## src/rtl/uart_tx_cfg.sv

```systemverilog
// Configurable UART transmitter: DATA_W data bits LSB first, per-frame baud divisor,
// optional even/odd parity and one or two stop bits, valid/ready handshake.
module uart_tx_cfg #(
    parameter int DATA_W = 8,
    parameter int DIV_W  = 16
) (
    input  logic              clk,
    input  logic              rst,
    input  logic [DATA_W-1:0] i_data,
    input  logic              i_valid,
    output logic              o_ready,
    input  logic [DIV_W-1:0]  i_baud_div,
    input  logic [1:0]        i_parity,
    input  logic              i_stop2,
    output logic              o_tx,
    output logic              o_busy,
    output logic              o_done
);
    localparam int BW = $clog2(DATA_W);

    typedef enum logic [2:0] {IDLE, START, DATA, PARITY, STOP} state_t;

    state_t            state;
    logic [DATA_W-1:0] shreg;
    logic [DIV_W-1:0]  div_r;
    logic [DIV_W-1:0]  div_cnt;
    logic [BW-1:0]     bit_cnt;
    logic              par_en;
    logic              par_bit;
    logic              stop2_r;
    logic              bit_end;

    assign bit_end = (div_cnt == div_r);
    assign o_ready = !o_busy;

    always_ff @(posedge clk) begin
        if (rst) begin
            state   <= IDLE;
            o_tx    <= 1'b1;
            o_busy  <= 1'b0;
            o_done  <= 1'b0;
            div_cnt <= '0;
            bit_cnt <= '0;
        end else begin
            o_done <= 1'b0;
            if (state != IDLE)
                div_cnt <= bit_end ? '0 : div_cnt + DIV_W'(1);
            case (state)
                IDLE: begin
                    if (i_valid) begin
                        shreg   <= i_data;
                        div_r   <= i_baud_div;
                        par_en  <= (i_parity == 2'd1) || (i_parity == 2'd2);
                        // parity of the word being registered; odd mode inverts it
                        par_bit <= (^i_data) ^ (i_parity == 2'd2);
                        stop2_r <= i_stop2;
                        div_cnt <= '0;
                        bit_cnt <= '0;
                        o_tx    <= 1'b0;
                        o_busy  <= 1'b1;
                        state   <= START;
                    end
                end
                START: begin
                    if (bit_end) begin
                        o_tx  <= shreg[0];
                        shreg <= shreg >> 1;
                        state <= DATA;
                    end
                end
                DATA: begin
                    if (bit_end) begin
                        if (bit_cnt == BW'(DATA_W - 1)) begin
                            bit_cnt <= '0;
                            if (par_en) begin
                                o_tx  <= par_bit;
                                state <= PARITY;
                            end else begin
                                o_tx  <= 1'b1;
                                state <= STOP;
                            end
                        end else begin
                            bit_cnt <= bit_cnt + BW'(1);
                            o_tx    <= shreg[0];
                            shreg   <= shreg >> 1;
                        end
                    end
                end
                PARITY: begin
                    if (bit_end) begin
                        o_tx    <= 1'b1;
                        bit_cnt <= '0;
                        state   <= STOP;
                    end
                end
                STOP: begin
                    // bit_cnt counts stop bits already sent
                    if (bit_end) begin
                        if (stop2_r && bit_cnt == '0) begin
                            bit_cnt <= BW'(1);
                        end else begin
                            bit_cnt <= '0;
                            o_busy  <= 1'b0;
                            o_done  <= 1'b1;
                            state   <= IDLE;
                        end
                    end
                end
                default: begin
                    o_tx   <= 1'b1;
                    o_busy <= 1'b0;
                    state  <= IDLE;
                end
            endcase
        end
    end
endmodule

```

## config.mk

```make
export PLATFORM = sky130hd
export DESIGN_NAME = uart_tx_cfg
export DESIGN_NICKNAME = d
export VERILOG_FILES = /design/src/rtl/uart_tx_cfg.sv
export SDC_FILE = /design/constraint.sdc
export NUM_CORES = 1
export LEC_CHECK = 0
export BUFFER_PORTS_ARGS = -buffer_cell sky130_fd_sc_hd__buf_2
export CORE_ASPECT_RATIO = 1.4
export CORE_MARGIN = 10
export CORE_UTILIZATION = 30
export CTS_CLUSTER_SIZE = 25
export DETAILED_ROUTE_END_ITERATION = 10
export SLEW_MARGIN = 15
export SYNTH_ARGS = -nofsm -noshare
export SYNTH_HDL_FRONTEND = slang
export SYNTH_SLANG_ARGS = --single-unit
```

## constraint.sdc

```tcl
create_clock -name clk -period 4.35 [get_ports clk]
set_input_delay 0.435 -clock clk [delete_from_list [all_inputs] [get_ports clk]]
set_output_delay 0.435 -clock clk [all_outputs]
set_load 0.01 [all_outputs]
```

Word-level counts from Yosys, hierarchy flattened
Cells that the tools add are included.
- register bits: 52
- output and inout bits: 4
- logic and storage cells: 88
- add/sub/neg operators: 2
- eq/ne operators: 16
- mux-type cells: 37
- bitwise operators: 5
- reduce and logical (&&, ||, !) cells: 17
- operators with widths (kind ; number):
    2-to-1 mux 16 bit ; 4
    2-to-1 mux 3 bit ; 13
    2-to-1 mux 8 bit ; 4
    one-hot mux 8 bit (3 select lines) ; 1
    adder 16 x 1 -> 16 bit (second input constant) ; 1
    equality test 16 bit ; 1
    inequality test 2 bit (second input constant) ; 8
    one-hot mux 3 bit (5 select lines) ; 1
    one-hot mux 3 bit (4 select lines) ; 1
    2-to-1 mux 1 bit ; 11
    AND reduction 5 bit ; 2
    parity 8 bit ; 1
    AND reduction 7 bit ; 1
    equality test 3 x 2 -> 1 bit (second input constant) ; 2
    equality test 3 bit (second input constant) ; 2
    zero test 3 bit ; 2
    AND reduction 6 bit ; 1
    nonzero test 3 bit ; 2
    OR reduction 3 bit ; 2
    one-hot mux 1 bit (5 select lines) ; 1
    NOT 1 bit ; 4
    AND reduction 4 bit ; 1
    nonzero test 4 bit ; 1
    adder 3 x 1 -> 3 bit (second input constant) ; 1
    9 further kinds ; 9

Depth between registers and ports, before layout
- word-level depth: 5
- depth in mapped cells: 8

Worst setup path after synthesis
OpenSTA, ideal clock, no wires.
- path kind: register -> register
- start point: reg state[0]
- end point: reg div_r[0], enable pin
- setup time: 0.419 ns
- arrival time: 2.304 ns
- data required time: 3.931 ns
- setup slack: 1.627 ns
- stages on the path, launching flop included: 5
- buffers on the path: 2
- clock period less this slack: 2.723 ns
- cells stage by stage: dfxtp_1 > clkbuf_8 > or3_1 > clkbuf_1 > nor3_1
- word-level cells in the longest chain between the ends: 2
- RTL lines (item ; line ; RTL):
    start, declared ; 23 ; state_t state;
    start signal, assigned ; 38 ; state <= IDLE;
    start signal, assigned ; 61 ; state <= START;
    start signal, assigned ; 68 ; state <= DATA;
    zero test 3 bit ; 48 ; case (state)
    AND reduction 3 bit (no line) ; -- ;
    end signal, assigned ; 52 ; div_r <= i_baud_div;
    end, declared ; 25 ; logic [DIV_W-1:0] div_r;
Every way passes these cells.
A chain may end at the register's enable or synchronous reset.

Worst setup path in the final report
- start point: reg div_cnt[2]
- end point: reg shreg[3], enable pin
- word-level cells in the longest chain between the ends: 3
- RTL lines (item ; line ; RTL):
    start, declared ; 26 ; logic [DIV_W-1:0] div_cnt;
    start signal, assigned ; 47 ; div_cnt <= bit_end ? '0 : div_cnt + DIV_W'(1);
    equality test 16 bit * ; 33 ; assign bit_end = (div_cnt == div_r);
    inequality test 2 bit (no line) ; -- ;
    AND reduction 6 bit (no line) * ; -- ;
    end signal, assigned ; 51 ; shreg <= i_data;
    end signal, assigned ; 67 ; shreg <= shreg >> 1;
    end signal, assigned ; 85 ; shreg <= shreg >> 1;
    end, declared ; 24 ; logic [DATA_W-1:0] shreg;
Every way passes the cells marked *; elsewhere a longest branch is shown, timed or not.

==> metrics.md <==
| Metric | Value |
|---|---|
| Status | finished clean |
| Hold WC Path Type | in -> reg |
| Cell depth of the worst setup path | 4 |
| Non-Filler Instances | between 300 and 400 |
| RSZ-0062 raised after global routing | no |
| Critical path capture point | shreg[3] |
| Buffers on Ports | 33 |
| CP max stage delay | around 0.76 ns |
| CP Launch Type | register |
| Via count | slightly above 2k |
| Die ar. | 13,300 sq um |
| FMAX | about 380 MHz |
| Max Fanout on Critical Path | 15 |
| Part of the Yosys area used for sequential elements | 48.3% |
| Setup_tns | 0 ns |
| Leakage power | 1.14 nW |
| Wirelength, routed | ~6.1 mm |
| Final worst clock skew | 0.00765 ns |
| Clk pin slew, worst setup/hold paths | 0.07 ns |
| Hold Buf Count CTS | 0 |
| Vias in the first global route | around 2.0k |
| CTS tree | done |
| 1st-pass router iterations | 5 |
| Fin crit period | 2.62 ns |
| Fin. Hold Viols | 0 |
| Kind of critical path | reg -> reg |
| Slew @ Worst Pin | 1.05 ns |
| Drt via density | 5.25 |
| Final setup vio count | 0 |
| Pwr Total | 1.10 mW |
| Reg2reg end | shreg[3] |
| Syn nets | ~280 |
| Critical path cell sequence | xor2_1 > nor4_2 > nand4_2 > a21oi_1 |
| Reg2Reg Depth | 4 |
| Top Ports | 34 |
| N_diodes | 0 |
| Starting Density | a little under a third |
| Max-slew violations | 0 |
| Worst setup EP type | register |
| Final Wtd Congestion | about 0.89 |
| Clk buf depth | 2 |
| Total clock sinks | between 50 and 60 |
| Relative slew slack | 29.3% |
| Fin crit share | 60.2% |
| Core area | between 8000 and 9000 sq um |
| Share of the synthesized area in the top cell type | 29.8% |
| Delay-heaviest family, CP | simple AND/OR/NAND/NOR gates |
| Average wire per standard cell | 15.9 um |
| H-tree levels | 2 |
| # Post-CTS Setup Buffers | 0 |
| Num CTS Buffers | 5 |
| Die width | 100 um |
| Beginning of the critical path | div_cnt[2] |
| Pre-CTS setup slack | ~1.7 ns |
| # nets final | 310 |
| Synthesized area per cell | around 11 sq um |
| Post-synth top area cell | edfxtp_1 |
| Final ANT Viol Nets | 0 |
| Clock Latency Late Sink | around 0.30 ns |
| Worst hold slack | ~0.3 ns |
| Mapped Cells | 247 |
| Post-route setup slack | around 1.7 ns |
| HPWL after DPL | roughly 4.5 mm |
| Share of cells above drive strength 1 | 23.2% |
| Number of flops mapped to enable cells by yosys | 27 |
| Async SR Flop Fraction | 0% |
| Synth Warn # | 0 |
| Worst path bufs/invs | 0 |
| Worst Path Arrival | 2.54 ns |
| GRT Util Overall | under 10% |
| Top FF cell, synth | edfxtp_1 |
| Antenna violations before repair | 0 |
| Flop2flop setup slack | 1.73 ns |
| Die height | 133 um |
| Largest net degree at the start of global routing | 22 |
| Flops & latches, synth | 52 |
| Crit path required time | about 4.3 ns |
| Cell Area, Synth | around 2700 sq um |
| Max-capacitance violation count | 0 |
| Dpl cells | between 300 and 400 |
| Area growth syn-to-layout | 13.0% |
| Remaining DRCs | 0 |
| # rows | 41 |
| VDD IR max | 0.214 mV |
| Slowest CP cell | a21oi_1 |
| Root Driver | clkbuf_16 |
| Top cells by area, synth | edfxtp_1 (30%), dfxtp_1 (18%), xor2_1 (6.1%) |
| Synth unique cells | 53 |
| Remaining Overflow, GRT | 0 |
| Cell Pwr Density | 359 nW/um^2 |
| Drt first-iter violations | 226 |
| FF-to-FF Start | div_cnt[2] |
| Cells resized by post-CTS repair | 0 |
| First-pass GRT wire length | 10.1 mm |
[layout make-up]
| cell class | count | area [sq um] |
|---|---|---|
| flip-flops and latches | 52 | 1310 |
| inverters | 16 | 60.1 |
| clock buffers | 8 | 146 |
| repair buffers | 34 | 173 |
| well taps | 107 | 134 |
| multi-input cells | 166 | 1240 |
| fillers | 910 | 5860 |
[worst min path at each step]
stage               cells after the start  slack (ns)     startpoint          to
floorplan                               2        0.45     bit_cnt[1]  bit_cnt[1]
global placement                        2        0.47     bit_cnt[1]  bit_cnt[1]
detailed placement                      2        0.48     bit_cnt[2]  bit_cnt[2]
CTS                                     1        0.31        i_stop2     stop2_r
global route                            1        0.30        i_stop2     stop2_r
finish                                  1        0.31  i_baud_div[2]    div_r[2]
[metal layers]
layer	vias up	part of all wire [%]	global-route usage, %	wire length (um)
met4	0	3.5	5.20	213
met1	971	41	10.7	2510
met5	-	0	0	0
li1	976	-	-	-
met2	50	51	15.3	3090
met3	14	4.5	2.40	271
[per-stage QoR]
step                      util (%)  instance area, sq um
after global routing          34.4                  3070
final                         34.4                  3070
after detailed placement      32.7                  2920
after floorplan                  -                  2720
after global placement        32.7                  2920
after CTS                     34.4                  3070
[logic make-up (layout without fill, tap and decap cells)]
group | count (synthesis) | in the layout | share of synthesized area, %
and+or+nand+nor | 73 | 73 | 15.5
AOI/OAI and AO/OA | 51 | 51 | 15.0
adders and majority gates | 5 | 5 | 2.30
buffers and inverters | 29 | 58 | 6.08
xor gates and xnor gates | 26 | 26 | 8.38
DFF | 52 | 52 | 48.3
muxes | 11 | 11 | 4.47
[sequential cells by signal, summed over array words and instances, names as in the netlist]
register and flops:
div_cnt 16, div_r 16, shreg 8, bit_cnt 3
state 3, o_busy 1, o_done 1, o_tx 1
par_bit 1, par_en 1, stop2_r 1
[synthesized netlist by cell type, types with 3 or more instances]
cell	instances
a21oi_1	7
a22o_1	6
a41oi_1	5
clkbuf_1	3
clkbuf_8	3
dfxtp_1	25
edfxtp_1	27
ha_1	5
inv_1	16
mux2_2	8
nand2_1	11
nand3_1	11
nand4_1	4
nor2_1	17
nor2b_1	3
nor3_1	6
nor3_2	3
nor4_2	5
o21ai_0	3
o22ai_1	3
o2bb2ai_1	4
o41ai_1	6
xnor2_1	7
xor2_1	19
[power breakdown]
part / internal [mW] / total [mW] / switching, mW
clock: 0.230 / 0.406 / 0.176
combinational: 0.0587 / 0.137 / 0.0785
sequential: 0.545 / 0.559 / 0.0138
total: 0.834 / 1.10 / 0.268
[cells in the final DEF, fill, tap and decap left out, drive strengths merged, types with 3 or more instances in the layout]
cell type	synthesis	final
nor3	9	9
nor2	17	17
o41ai	6	6
xor2	19	19
nand3	11	11
o2bb2ai	4	4
edfxtp	27	27
a41oi	5	5
ha	5	5
a22o	6	6
dfxtp	25	25
mux2	9	9
a21oi	8	8
nor4	7	7
nand2	11	11
clkbuf	6	8
inv	16	16
buf	6	34
o21ai	3	3
nand4	5	5
nor2b	3	3
xnor2	7	7
o22ai	3	3
(Power assumes the default switching activity.)
